$ cat config.mk
export PLATFORM = sky130hd
export DESIGN_NAME = key_scan_debounce
export DESIGN_NICKNAME = d
export VERILOG_FILES = /design/src/rtl/key_scan_debounce.sv
export SDC_FILE = /design/constraint.sdc
export NUM_CORES = 1
export LEC_CHECK = 0
export CORE_MARGIN = 2
export CORE_UTILIZATION = 48
export CTS_BUF_LIST = sky130_fd_sc_hd__clkbuf_2 sky130_fd_sc_hd__clkbuf_4 sky130_fd_sc_hd__clkbuf_8
export DETAILED_ROUTE_END_ITERATION = 10
export PLACE_DENSITY = 0.66
export SLEW_MARGIN = 20
export SYNTH_ARGS = -nofsm -noshare
export SYNTH_HDL_FRONTEND = slang
export SYNTH_SLANG_ARGS = --single-unit
$ cat constraint.sdc
create_clock -name BJ_CLK -period 5.75 [get_ports BJ_CLK]
set_clock_uncertainty 0.15 [all_clocks]
set_input_delay 1.15 -clock BJ_CLK [delete_from_list [all_inputs] [get_ports BJ_CLK]]
set_output_delay 1.15 -clock BJ_CLK [all_outputs]
set_load 0.02 [all_outputs]
$ cat src/rtl/key_scan_debounce.sv
`default_nettype none
// ============================================================================
// Module      : key_scan_debounce
// Description : Multi-channel push-button conditioner. Each raw key pin is
//               synchronised, debounced with a tick-enabled sampler, and
//               turned into a clean level, press/release pulses, a
//               long-press flag and an auto-repeat pulse train.
// Revision    : 1.0 - initial release
// ============================================================================
module key_scan_debounce #(
  parameter int NUM_KEYS       = 4,
  parameter int DIV_WIDTH      = 16,
  parameter int STABLE_SAMPLES = 3,
  parameter int ACTIVE_LOW     = 1,
  parameter int HOLD_TICKS     = 64,
  parameter int REPEAT_TICKS   = 16
) (
  input  logic                BJ_CLK,
  input  logic                RESET,
  input  logic [NUM_KEYS-1:0] KEY_IN,
  output logic [NUM_KEYS-1:0] KEY_LEVEL,
  output logic [NUM_KEYS-1:0] KEY_PRESS,
  output logic [NUM_KEYS-1:0] KEY_RELEASE,
  output logic [NUM_KEYS-1:0] KEY_HOLD,
  output logic [NUM_KEYS-1:0] KEY_REPEAT,
  output logic                TICK
);

  localparam int c_stb_w  = $clog2(STABLE_SAMPLES + 1);
  localparam int c_hold_w = $clog2(HOLD_TICKS + 1);
  localparam int c_rep_w  = (REPEAT_TICKS > 0) ? $clog2(REPEAT_TICKS + 1) : 1;

  // Pin level of a released key.
  localparam logic c_idle = (ACTIVE_LOW != 0);

  localparam logic [c_stb_w-1:0]  c_stb_last  = c_stb_w'(STABLE_SAMPLES - 1);
  localparam logic [c_hold_w-1:0] c_hold_max  = c_hold_w'(HOLD_TICKS);
  localparam logic [c_hold_w-1:0] c_hold_last = c_hold_w'(HOLD_TICKS - 1);

  logic [DIV_WIDTH-1:0] r_div;
  logic                 w_tick;
  logic [NUM_KEYS-1:0]  r_sync1;
  logic [NUM_KEYS-1:0]  r_sync2;

  // Free-running prescaler; wraps from all-ones to zero.
  always_ff @(posedge BJ_CLK or posedge RESET) begin
    if (RESET) r_div <= '0;
    else       r_div <= r_div + 1'b1;
  end

  assign w_tick = &r_div;
  assign TICK   = w_tick;

  // Two-flop synchroniser, held at the idle pin level in reset.
  always_ff @(posedge BJ_CLK or posedge RESET) begin
    if (RESET) begin
      r_sync1 <= {NUM_KEYS{c_idle}};
      r_sync2 <= {NUM_KEYS{c_idle}};
    end else begin
      r_sync1 <= KEY_IN;
      r_sync2 <= r_sync1;
    end
  end

  for (genvar i = 0; i < NUM_KEYS; i++) begin : g_key
    logic [c_stb_w-1:0]  r_mis;
    logic                r_level;
    logic [c_hold_w-1:0] r_hold;
    logic                r_press;
    logic                r_release;
    logic                w_accept;
    logic                w_level_nxt;
    logic                w_pressed;
    logic                w_pressed_nxt;
    logic                w_held;
    logic                w_hold_step;

    // Acceptance of a new level and the pressed state before/after this edge.
    // Hold/repeat logic looks at the next level so that everything drops in
    // the same cycle the release pulse appears.
    always_comb begin
      w_accept      = w_tick && (r_sync2[i] != r_level) && (r_mis == c_stb_last);
      w_level_nxt   = r_level ^ w_accept;
      w_pressed     = (r_level != c_idle);
      w_pressed_nxt = (w_level_nxt != c_idle);
      w_held        = (r_hold == c_hold_max);
      w_hold_step   = w_tick && w_pressed && w_pressed_nxt && !w_held;
    end

    // Debounce: a disagreeing sample must persist STABLE_SAMPLES ticks.
    always_ff @(posedge BJ_CLK or posedge RESET) begin
      if (RESET) begin
        r_mis   <= '0;
        r_level <= c_idle;
      end else if (w_tick) begin
        if ((r_sync2[i] == r_level) || w_accept) r_mis <= '0;
        else                                     r_mis <= r_mis + 1'b1;
        r_level <= w_level_nxt;
      end
    end

    // Registered edge pulses, visible together with the new level.
    always_ff @(posedge BJ_CLK or posedge RESET) begin
      if (RESET) begin
        r_press   <= 1'b0;
        r_release <= 1'b0;
      end else begin
        r_press   <= w_accept && w_pressed_nxt;
        r_release <= w_accept && !w_pressed_nxt;
      end
    end

    // Hold counter: counts ticks after the press tick, saturating.
    always_ff @(posedge BJ_CLK or posedge RESET) begin
      if (RESET)              r_hold <= '0;
      else if (!w_pressed_nxt) r_hold <= '0;
      else if (w_hold_step)   r_hold <= r_hold + 1'b1;
    end

    if (REPEAT_TICKS > 0) begin : g_rep_on
      localparam logic [c_rep_w-1:0] c_rep_last = c_rep_w'(REPEAT_TICKS - 1);
      logic [c_rep_w-1:0] r_rep_cnt;
      logic               r_repeat;
      logic               w_hold_first;
      logic               w_rep_tick;
      logic               w_pulse;

      // First pulse rides on the hold rising edge, then every REPEAT_TICKS.
      always_comb begin
        w_hold_first = w_hold_step && (r_hold == c_hold_last);
        w_rep_tick   = w_tick && w_held && w_pressed_nxt;
        w_pulse      = w_hold_first || (w_rep_tick && (r_rep_cnt == c_rep_last));
      end

      // Repeat interval counter, restarting on every pulse.
      always_ff @(posedge BJ_CLK or posedge RESET) begin
        if (RESET) begin
          r_rep_cnt <= '0;
          r_repeat  <= 1'b0;
        end else begin
          r_repeat <= w_pulse;
          if (!w_pressed_nxt || w_pulse) r_rep_cnt <= '0;
          else if (w_rep_tick)           r_rep_cnt <= r_rep_cnt + 1'b1;
        end
      end

      assign KEY_REPEAT[i] = r_repeat;
    end else begin : g_rep_off
      assign KEY_REPEAT[i] = 1'b0;
    end

    assign KEY_LEVEL[i]   = r_level;
    assign KEY_PRESS[i]   = r_press;
    assign KEY_RELEASE[i] = r_release;
    assign KEY_HOLD[i]    = w_held;
  end

endmodule
`default_nettype wire
==> flow_metrics.tcl, run 1 <==
set metrics [dict create \
    status "complete, no violations" \
    path_class "flop to output pin" \
    worst_skew_pair.late_latency_ns 0.38 \
    root_buffer "clkbuf_8" \
    areaGrowthSynthToFinish_pct 7.76 \
    drive_gt1_share_pct 8.50 \
    pre_cts_ws_ns 2.24 \
    postCtsHoldBufs 0 \
    regArea_um2 2420 \
    max-cap-violations 0 \
    end_kind "output pin" \
    yosysUniqueCellTypes 52 \
    nFillCells 928 \
    rows 37 \
    async_reset_ff_share_pct 100 \
    synth_area_um2 4980 \
    rrSetupSlack_ns 2.44 \
    die_w_um 106 \
    start_kind "flop" \
    total_power_mw 1.11 \
    cts_made_buffers 9 \
    r2r_start "r_div[0]$_DFF_PP0_" \
    cpPeakStageDelay_ns 0.66 \
    cts_resized 0 \
    grt_pass1_vias 3548 \
    gr-usage-all-layers_pct 18.2 \
    hold-path-cell-count 0 \
    worstMarginPinSlew_ns 0.708 \
    ant_nets 0 \
    clk_pin_slew_ns 0.10 \
    avgRoutedWirePerCell_um 14.7 \
    first_pass_iters 4 \
    max_freq_mhz 256 \
    cts.htree.levels 3 \
    path_cells "ha_1 > nand3_1 > nor3_2 > buf_4 > nand2_1 > inv_1 > buf_4 > clkdlybuf4s50_1" \
    worst_r2r_endpoint "g_key[2].r_hold[3]$_DFFE_PP0P_" \
    cts.sinks 96 \
    synthCells 485 \
    setup.worst_path.start "r_div[0]$_DFF_PP0_" \
    port_buffers 26 \
    clk_path_buf_depth 2 \
    synth-seq-cells 96 \
    min_to "r_sync2[2]$_DFF_PP1_" \
    antenna_found_initial 0 \
    coreArea_um2 10200 \
    multi_input_area_um2 2170 \
    crit_top_cell "buf_4" \
    arrival_ns 2.61 \
    hpwl_um 6040 \
    rsz0062_at_grt "false" \
    ios 27 \
    place_area_um2 5190 \
    drc 0 \
    cts_setup_buffers 0 \
    routed_wl_um 9230 \
    dieHeight_um 106 \
    fin_crit_sh_pct 68.0 \
    yosysWarnings 0 \
    synth_seq_area_share_pct 48.5 \
    setup_violations 0 \
    maxSlewViolCount 0 \
    via_per_inst 5.51 \
    avgSynthCellArea_um2 10.3 \
    cts_tree "done" \
    place_congestion 0.779 \
    finalSetupTns_ns 0 \
    max_slew_margin_pct 52.8 \
    crit_buf_inv 4 \
    n_antenna_cell 0 \
    critPathTopFamily "buffers and inverters" \
    cp_slowest_cell "clkdlybuf4s50_1" \
    synthFlopType "dfrtp_1" \
    hold_class "flop to flop" \
    design_area_um2 5370 \
    synth_edf_count 0 \
    layout.nets 524 \
    dieArea_um2 11200 \
    min-delay-start "r_sync1[2]$_DFF_PP1_" \
    vias 3471 \
    overflow 0 \
    grt_pass1_wl_um 16300 \
    start_util_pct 48.9 \
    placedCellCount 614 \
    final_cells 630 \
    leakagePower_nw 2.44 \
    grt_max_degree 56 \
    rr_worst_depth 13 \
    finalHoldViolCount 0 \
    required_ns 4.45 \
    setup_ws_ns 1.84 \
    irDropWorstVdd_uv 94.8 \
    min_period_ns 3.91 \
    power_density_nw_per_um2 207 \
    drtIter0Drc 202 \
    synth_nets 520 \
    cp_max_fo 20 \
]
[worst max-delay path by stage]
stage / to / slack [ns] / cells past startpoint
after CTS: TICK / 1.82 / 8
after detailed placement: TICK / 2.24 / 8
final: TICK / 1.84 / 8
after global placement: TICK / 2.31 / 8
after global routing: TICK / 1.62 / 8
after floorplan: g_key[0].g_rep_on.r_rep_cnt[0]$_DFFE_PP0P_ / 1.96 / 1
[flip-flops by register name, indices dropped and copies added (netlist names)]
| name | cells |
|---|---|
| g_key.r_hold | 28 |
| g_key.g_rep_on.r_rep_cnt | 20 |
| r_div | 16 |
| g_key.r_mis | 8 |
| g_key.g_rep_on.r_repeat | 4 |
| g_key.r_level | 4 |
| g_key.r_press | 4 |
| g_key.r_release | 4 |
| r_sync1 | 4 |
| r_sync2 | 4 |
[through the flow]
| step | hold WS (ns) | util (%) |
|---|---|---|
| floorplan | 0.195 | - |
| global placement | 0.196 | 51.0 |
| detailed placement | 0.197 | 51.0 |
| CTS | 0.211 | 52.7 |
| global route | 0.215 | 52.7 |
| finish | 0.210 | 52.7 |
[cell families after synthesis]
kind of cell / after synthesis / share of synthesized area (%)
buffers and inverters: 70 / 7.86
xor gates and xnor gates: 35 / 6.15
AOI/OAI and AO/OA: 58 / 7.58
muxes: 6 / 1.21
DFF: 96 / 48.5
adders and majority gates: 29 / 7.28
and+or+nand+nor: 191 / 21.4
[power by group]
part	total (mW)	switching [mW]	leakage, nW	internal [mW]
Sequential	0.681	0.000985	1.29	0.680
Clock	0.411	0.250	0.0862	0.161
Combinational	0.0192	0.0149	1.07	0.00430
[placed cells by master, fill, tap and decap left out, types with 9 or more instances in the layout]
| cell | count |
|---|---|
| a21oi_1 | 14 |
| or3_1 | 9 |
| ha_1 | 29 |
| dfstp_2 | 12 |
| and3_1 | 10 |
| o21ai_0 | 10 |
| nand4_1 | 18 |
| dfrtp_1 | 84 |
| nor2_1 | 17 |
| o22ai_1 | 12 |
| xnor2_1 | 16 |
| clkbuf_8 | 9 |
| nand3_1 | 22 |
| inv_1 | 29 |
| nor4_1 | 12 |
| clkdlybuf4s50_1 | 26 |
| nand2_1 | 51 |
| xor2_1 | 19 |
| and2_1 | 14 |
[synthesized netlist by cell type, types with 10 or more instances]
cell	n	area share, %
nand4_1	18	2.3
and3_1	10	1.3
ha_1	29	7.3
nand2_1	51	3.8
dfrtp_1	84	42
nor2_1	17	1.3
inv_1	30	2.3
dfstp_2	12	6.3
a21oi_1	14	1.4
o22ai_1	12	1.5
nor4_1	12	1.5
and2_1	14	1.8
xnor2_1	16	2.8
o21ai_0	10	1.0
buf_4	20	3.0
xor2_1	19	3.3
nand3_1	22	2.2
[layout make-up]
cell class / count / share of cell area, %
multi-input combinational: 319 / 40.5
clock inverter: 7 / 1.03
inverter: 33 / 2.59
sequential: 96 / 45.0
timing repair buffer: 30 / 5.41
tap: 136 / 3.17
clock buffer: 9 / 2.31
[routing by layer]
| metal | global-route usage (%) | vias up | wire (um) |
|---|---|---|---|
| met3 | 3.56 | 15 | 270 |
| li1 | - | 1687 | - |
| met4 | 8.27 | 0 | 193 |
| met5 | 0 | - | 0 |
| met1 | 24.2 | 1709 | 4410 |
| met2 | 28.9 | 60 | 4360 |
No activity file was read; power rests on OpenSTA's default activity.
==> run 2, diff against run 1 <==
==> constraint.sdc (replaced) <==
create_clock -name BJ_CLK -period 4 [get_ports BJ_CLK]
set_clock_uncertainty 0.15 [all_clocks]
set_input_delay 0.8 -clock BJ_CLK [delete_from_list [all_inputs] [get_ports BJ_CLK]]
set_output_delay 0.8 -clock BJ_CLK [all_outputs]
set_load 0.02 [all_outputs]
==> flow_metrics.tcl, run 2 (synthesis results as in run 1) <==
set metrics [dict create \
    die_w_um 106 \
    power_density_nw_per_um2 296 \
    max-cap-violations 0 \
    drtIter0Drc 189 \
    setup.worst_path.start "g_key[2].r_hold[3]$_DFFE_PP0P_" \
    vias 3465 \
    grt_pass1_vias 3299 \
    pre_cts_ws_ns 0.982 \
    overflow 0 \
    root_buffer "clkbuf_8" \
    cts_tree "done" \
    via_per_inst 5.45 \
    routed_wl_um 9150 \
    ios 27 \
    cts.sinks 96 \
    coreArea_um2 10200 \
    worstSetupEndpoint "KEY_HOLD[2]" \
    first_pass_iters 4 \
    min_period_ns 3.42 \
    final_cell_mix "84 x dfrtp_1, 51 x nand2_1, 29 x inv_1, 29 x ha_1, 26 x clkdlybuf4s50_1" \
    layout.nets 530 \
    required_ns 3.05 \
    arrival_ns 2.47 \
    rsz0062_at_grt "false" \
    worst_r2r_endpoint "g_key[0].g_rep_on.r_rep_cnt[3]$_DFFE_PP0P_" \
    hold_class "flop to flop" \
    status "complete, no violations" \
    largest_register_ffs 28 \
    biggestRegsByFlops "g_key.r_hold x28, g_key.g_rep_on.r_rep_cnt x20, r_div x16" \
    cts_setup_buffers 0 \
    cp_max_fo 7 \
    regMostFlops "g_key.r_hold" \
    avgRoutedWirePerCell_um 14.4 \
    setup_ws_ns 0.582 \
    port_buffers 26 \
    cts.htree.levels 3 \
    max_freq_mhz 293 \
    leakagePower_nw 2.46 \
    rows 37 \
    mostFrequentLayoutCell "dfrtp_1" \
    clk_pin_slew_ns 0.10 \
    antenna_found_initial 0 \
    grt_pass1_wl_um 15500 \
    place_congestion 0.779 \
    worst_skew_pair.late_latency_ns 0.37 \
    cts_resized 0 \
    clk_path_buf_depth 2 \
    start_kind "flop" \
    fin_crit_sh_pct 85.5 \
    max_slew_margin_pct 48.2 \
    worstMarginPinSlew_ns 0.776 \
    r2r_start "r_div[0]$_DFF_PP0_" \
    postCtsHoldBufs 0 \
    drc 0 \
    start_util_pct 48.9 \
    setup_violations 0 \
    ant_nets 0 \
    dieArea_um2 11200 \
    finalSetupTns_ns 0 \
    areaGrowthSynthToFinish_pct 8.64 \
    gr-usage-all-layers_pct 17.3 \
    finalHoldViolCount 0 \
    hpwl_um 6200 \
    drive_gt1_share_pct 9.60 \
    n_antenna_cell 0 \
    irDropWorstVdd_uv 177 \
    path_class "flop to output pin" \
    nFillCells 907 \
    rr_worst_depth 11 \
    dieHeight_um 106 \
    maxSlewViolCount 0 \
    cts_made_buffers 9 \
    rrSetupSlack_ns 1.04 \
    grt_max_degree 65 \
    end_kind "output pin" \
]
[run 2: metrics by stage]
step                hold slack [ns]  power (mW)  instance area [um2]  instances  utilization, %
detailed placement            0.198        1.03                 5240        620            51.4
finish                        0.210        1.60                 5410        636            53.2
CTS                           0.205        1.62                 5410        636            53.2
global route                  0.201        1.67                 5410        636            53.2
global placement              0.197        1.03                 5240        620            51.4
floorplan                     0.195        1.01                 4980        485               -
[run 2: cell type report]
type | instances | area, um2 | share of cell area, %
repair buffers | 36 | 335 | 6.19
flip-flops and latches | 96 | 2420 | 44.6
well taps | 136 | 170 | 3.14
clock inverters | 7 | 53.8 | 0.994
clock buffers | 9 | 124 | 2.29
multi-input cells | 319 | 2170 | 40.2
inverters | 33 | 139 | 2.57
[run 2: worst min path at each step]
stage,start,to,depth (start not counted)
6_report,r_sync1[1]$_DFF_PP1_,r_sync2[1]$_DFF_PP1_,0
5_1_grt,r_sync1[1]$_DFF_PP1_,r_sync2[1]$_DFF_PP1_,0
4_1_cts,r_sync1[1]$_DFF_PP1_,r_sync2[1]$_DFF_PP1_,0
3_5_place_dp,r_sync1[2]$_DFF_PP1_,r_sync2[2]$_DFF_PP1_,0
3_3_place_gp,r_sync1[2]$_DFF_PP1_,r_sync2[2]$_DFF_PP1_,0
2_1_floorplan,r_sync1[0]$_DFF_PP1_,r_sync2[0]$_DFF_PP1_,0
[run 2: metal layers]
metal	vias to the layer above	global-route usage, %	routed length, um
li1	1703	-	-
met1	1694	23.7	4330
met2	57	28.0	4400
met3	11	3.00	296
met4	0	5.73	121
met5	-	0	0
[run 2: worst max-delay path: stages, from the launching register on]
cell	delay, ns
dfrtp_1	0.44
or4_1	0.55
or2_1	0.40
clkinv_8	0.12
clkdlybuf4s50_1	0.60
[run 2: power breakdown]
group | switching [mW] | internal (mW) | leakage (nW) | total (mW)
sequential | 0.00158 | 0.977 | 1.29 | 0.979
clock | 0.363 | 0.232 | 0.0827 | 0.594
combinational | 0.0210 | 0.00681 | 1.09 | 0.0278
total | 0.385 | 1.22 | 2.46 | 1.60
==> run 3, diff against run 2 <==
==> config.mk (replaced) <==
export PLATFORM = sky130hd
export DESIGN_NAME = key_scan_debounce
export DESIGN_NICKNAME = d
export VERILOG_FILES = /design/src/rtl/key_scan_debounce.sv
export SDC_FILE = /design/constraint.sdc
export NUM_CORES = 1
export LEC_CHECK = 0
export CORE_MARGIN = 3
export CORE_UTILIZATION = 32
export CTS_BUF_LIST = sky130_fd_sc_hd__clkbuf_8
export DETAILED_ROUTE_END_ITERATION = 10
export SLEW_MARGIN = 20
export SYNTH_ARGS = -nofsm -noshare
export SYNTH_HDL_FRONTEND = slang
export SYNTH_SLANG_ARGS = --single-unit
==> flow_metrics.tcl, run 3 (synthesis results as in run 1) <==
set metrics [dict create \
    status "complete, no violations" \
    n_antenna_cell 0 \
    mostFrequentLayoutCell "dfrtp_1" \
    drive_gt1_share_pct 8.67 \
    maxSlewViolCount 0 \
    routed_wl_um 9640 \
    grt_pass1_wl_um 16700 \
    p_switching_mw 0.368 \
    start_util_pct 33.5 \
    start_kind "flop" \
    crit_buf_inv 4 \
    cts_made_buffers 9 \
    finalHoldViolCount 0 \
    cts_resized 0 \
    leakagePower_nw 2.47 \
    cts.sinks 96 \
    path_cells "ha_1 > nand3_1 > nor3_2 > buf_4 > nand2_1 > inv_1 > buf_4 > clkdlybuf4s50_1" \
    via_per_inst 5.06 \
    postCtsHoldBufs 0 \
    max_freq_mhz 286 \
    final_cell_mix "84 x dfrtp_1, 51 x nand2_1, 30 x inv_1" \
    end_kind "output pin" \
    utilization_pct 36.8 \
    max-cap-violations 0 \
    required_ns 3.05 \
    swShare_pct 22.2 \
    p_seq_share_pct 59.1 \
    die_w_um 131 \
    overflow 0 \
    dieArea_um2 17100 \
    ios 27 \
    cpPeakStageDelay_ns 0.62 \
    worst_skew_pair.late_latency_ns 0.37 \
    first_pass_iters 4 \
    rsz0062_at_grt "false" \
    p_comb_share_pct 1.8 \
    drc 0 \
    irDropWorstVdd_uv 120 \
    grt_max_degree 58 \
    cts_tree "done" \
    max_slew_margin_pct 60.5 \
    power_density_nw_per_um2 302 \
    min_period_ns 3.50 \
    largest_register_ffs 28 \
    layout.nets 526 \
    areaGrowthSynthToFinish_pct 9.89 \
    grt_pass1_vias 3515 \
    regMostFlops "g_key.r_hold" \
    ant_nets 0 \
    vias 3441 \
    hold_class "flop to flop" \
    critPathTopFamily "buffers and inverters" \
    rows 44 \
    finalSetupTns_ns 0 \
    dieHeight_um 131 \
    cp_max_fo 9 \
    port_buffers 26 \
    fin_crit_sh_pct 87.4 \
    place_congestion 0.800 \
    coreArea_um2 14900 \
    biggestRegsByFlops "g_key.r_hold x28, g_key.g_rep_on.r_rep_cnt x20, r_div x16" \
    internal-power_mw 1.29 \
    hpwl_um 6530 \
    worstMarginPinSlew_ns 0.591 \
    arrival_ns 2.55 \
    clk_pin_slew_ns 0.09 \
    path_class "flop to output pin" \
    clk_path_buf_depth 2 \
    cp_slowest_cell "clkdlybuf4s50_1" \
    root_buffer "clkbuf_8" \
    setup_violations 0 \
    crit_top_cell "buf_4" \
    clockPowerShare_pct 39.1 \
    pre_cts_ws_ns 0.814 \
    avgRoutedWirePerCell_um 14.2 \
    cts.htree.levels 3 \
    setup_ws_ns 0.505 \
    drtIter0Drc 225 \
    gr-usage-all-layers_pct 12.2 \
    antenna_found_initial 0 \
    cts_setup_buffers 0 \
]
run 3: cell types whose count changed in the layout (fill, tap and decap cells not counted):
cell	previous run	this run
buf_12	0	1
buf_4	10	5
bufinv_16	0	1
clkbuf_8	9	10
clkinv_2	1	2
clkinv_4	0	1
clkinvlp_4	3	1
inv_1	29	30
inv_6	3	0
run 3: area by class of cell:
cell class	instances	area [um2]
multi-input combinational	319	2170
timing repair buffer	32	318
fill	1457	9390
tap	184	230
inverter	33	139
clock inverter	6	60.1
clock buffer	10	138
sequential	96	2420
run 3: path summary, 6_finish.rpt:
kind / slack [ns] / cells past startpoint / endpoint / from
worst max-delay path: 0.50 / 8 / TICK / r_div[0]$_DFF_PP0_
worst min-delay path: 0.21 / 0 / r_sync2[2]$_DFF_PP1_ / r_sync1[2]$_DFF_PP1_
worst max register to register: 0.81 / 12 / g_key[0].g_rep_on.r_rep_cnt[3]$_DFFE_PP0P_ / r_div[0]$_DFF_PP0_
worst min register to register: 0.21 / 0 / r_sync2[2]$_DFF_PP1_ / r_sync1[2]$_DFF_PP1_
max in group asynchronous: 2.28 / 3 / g_key[1].r_level$_DFFE_PP1N_ / RESET
min in group asynchronous: 0.68 / 2 / g_key[0].r_hold[0]$_DFFE_PP0P_ / RESET
run 3: power groups by stage:
stage | registers (mW) | logic, mW | clock network [mW]
2_1_floorplan | 0.997 | 0.0164 | 0
6_report | 0.979 | 0.0295 | 0.647
4_1_cts | 0.979 | 0.0318 | 0.678
3_5_place_dp | 0.998 | 0.0317 | 0
5_1_grt | 0.980 | 0.0345 | 0.716
3_3_place_gp | 0.998 | 0.0307 | 0
run 3: stage by stage:
step | area, um2 | total power [mW] | cells | hold slack [ns]
2_1_floorplan | 4980 | 1.01 | 485 | 0.195
3_3_place_gp | 5280 | 1.03 | 664 | 0.196
3_5_place_dp | 5280 | 1.03 | 664 | 0.197
4_1_cts | 5480 | 1.69 | 680 | 0.210
5_1_grt | 5480 | 1.73 | 680 | 0.219
6_report | 5480 | 1.66 | 680 | 0.210
run 3: routing by layer:
layer / share of wire, % / global-route usage, %
met3: 2.8 / 2.44
met1: 47 / 15.4
met2: 49 / 20.7
met5: 0 / 0
met4: 1.7 / 4.54
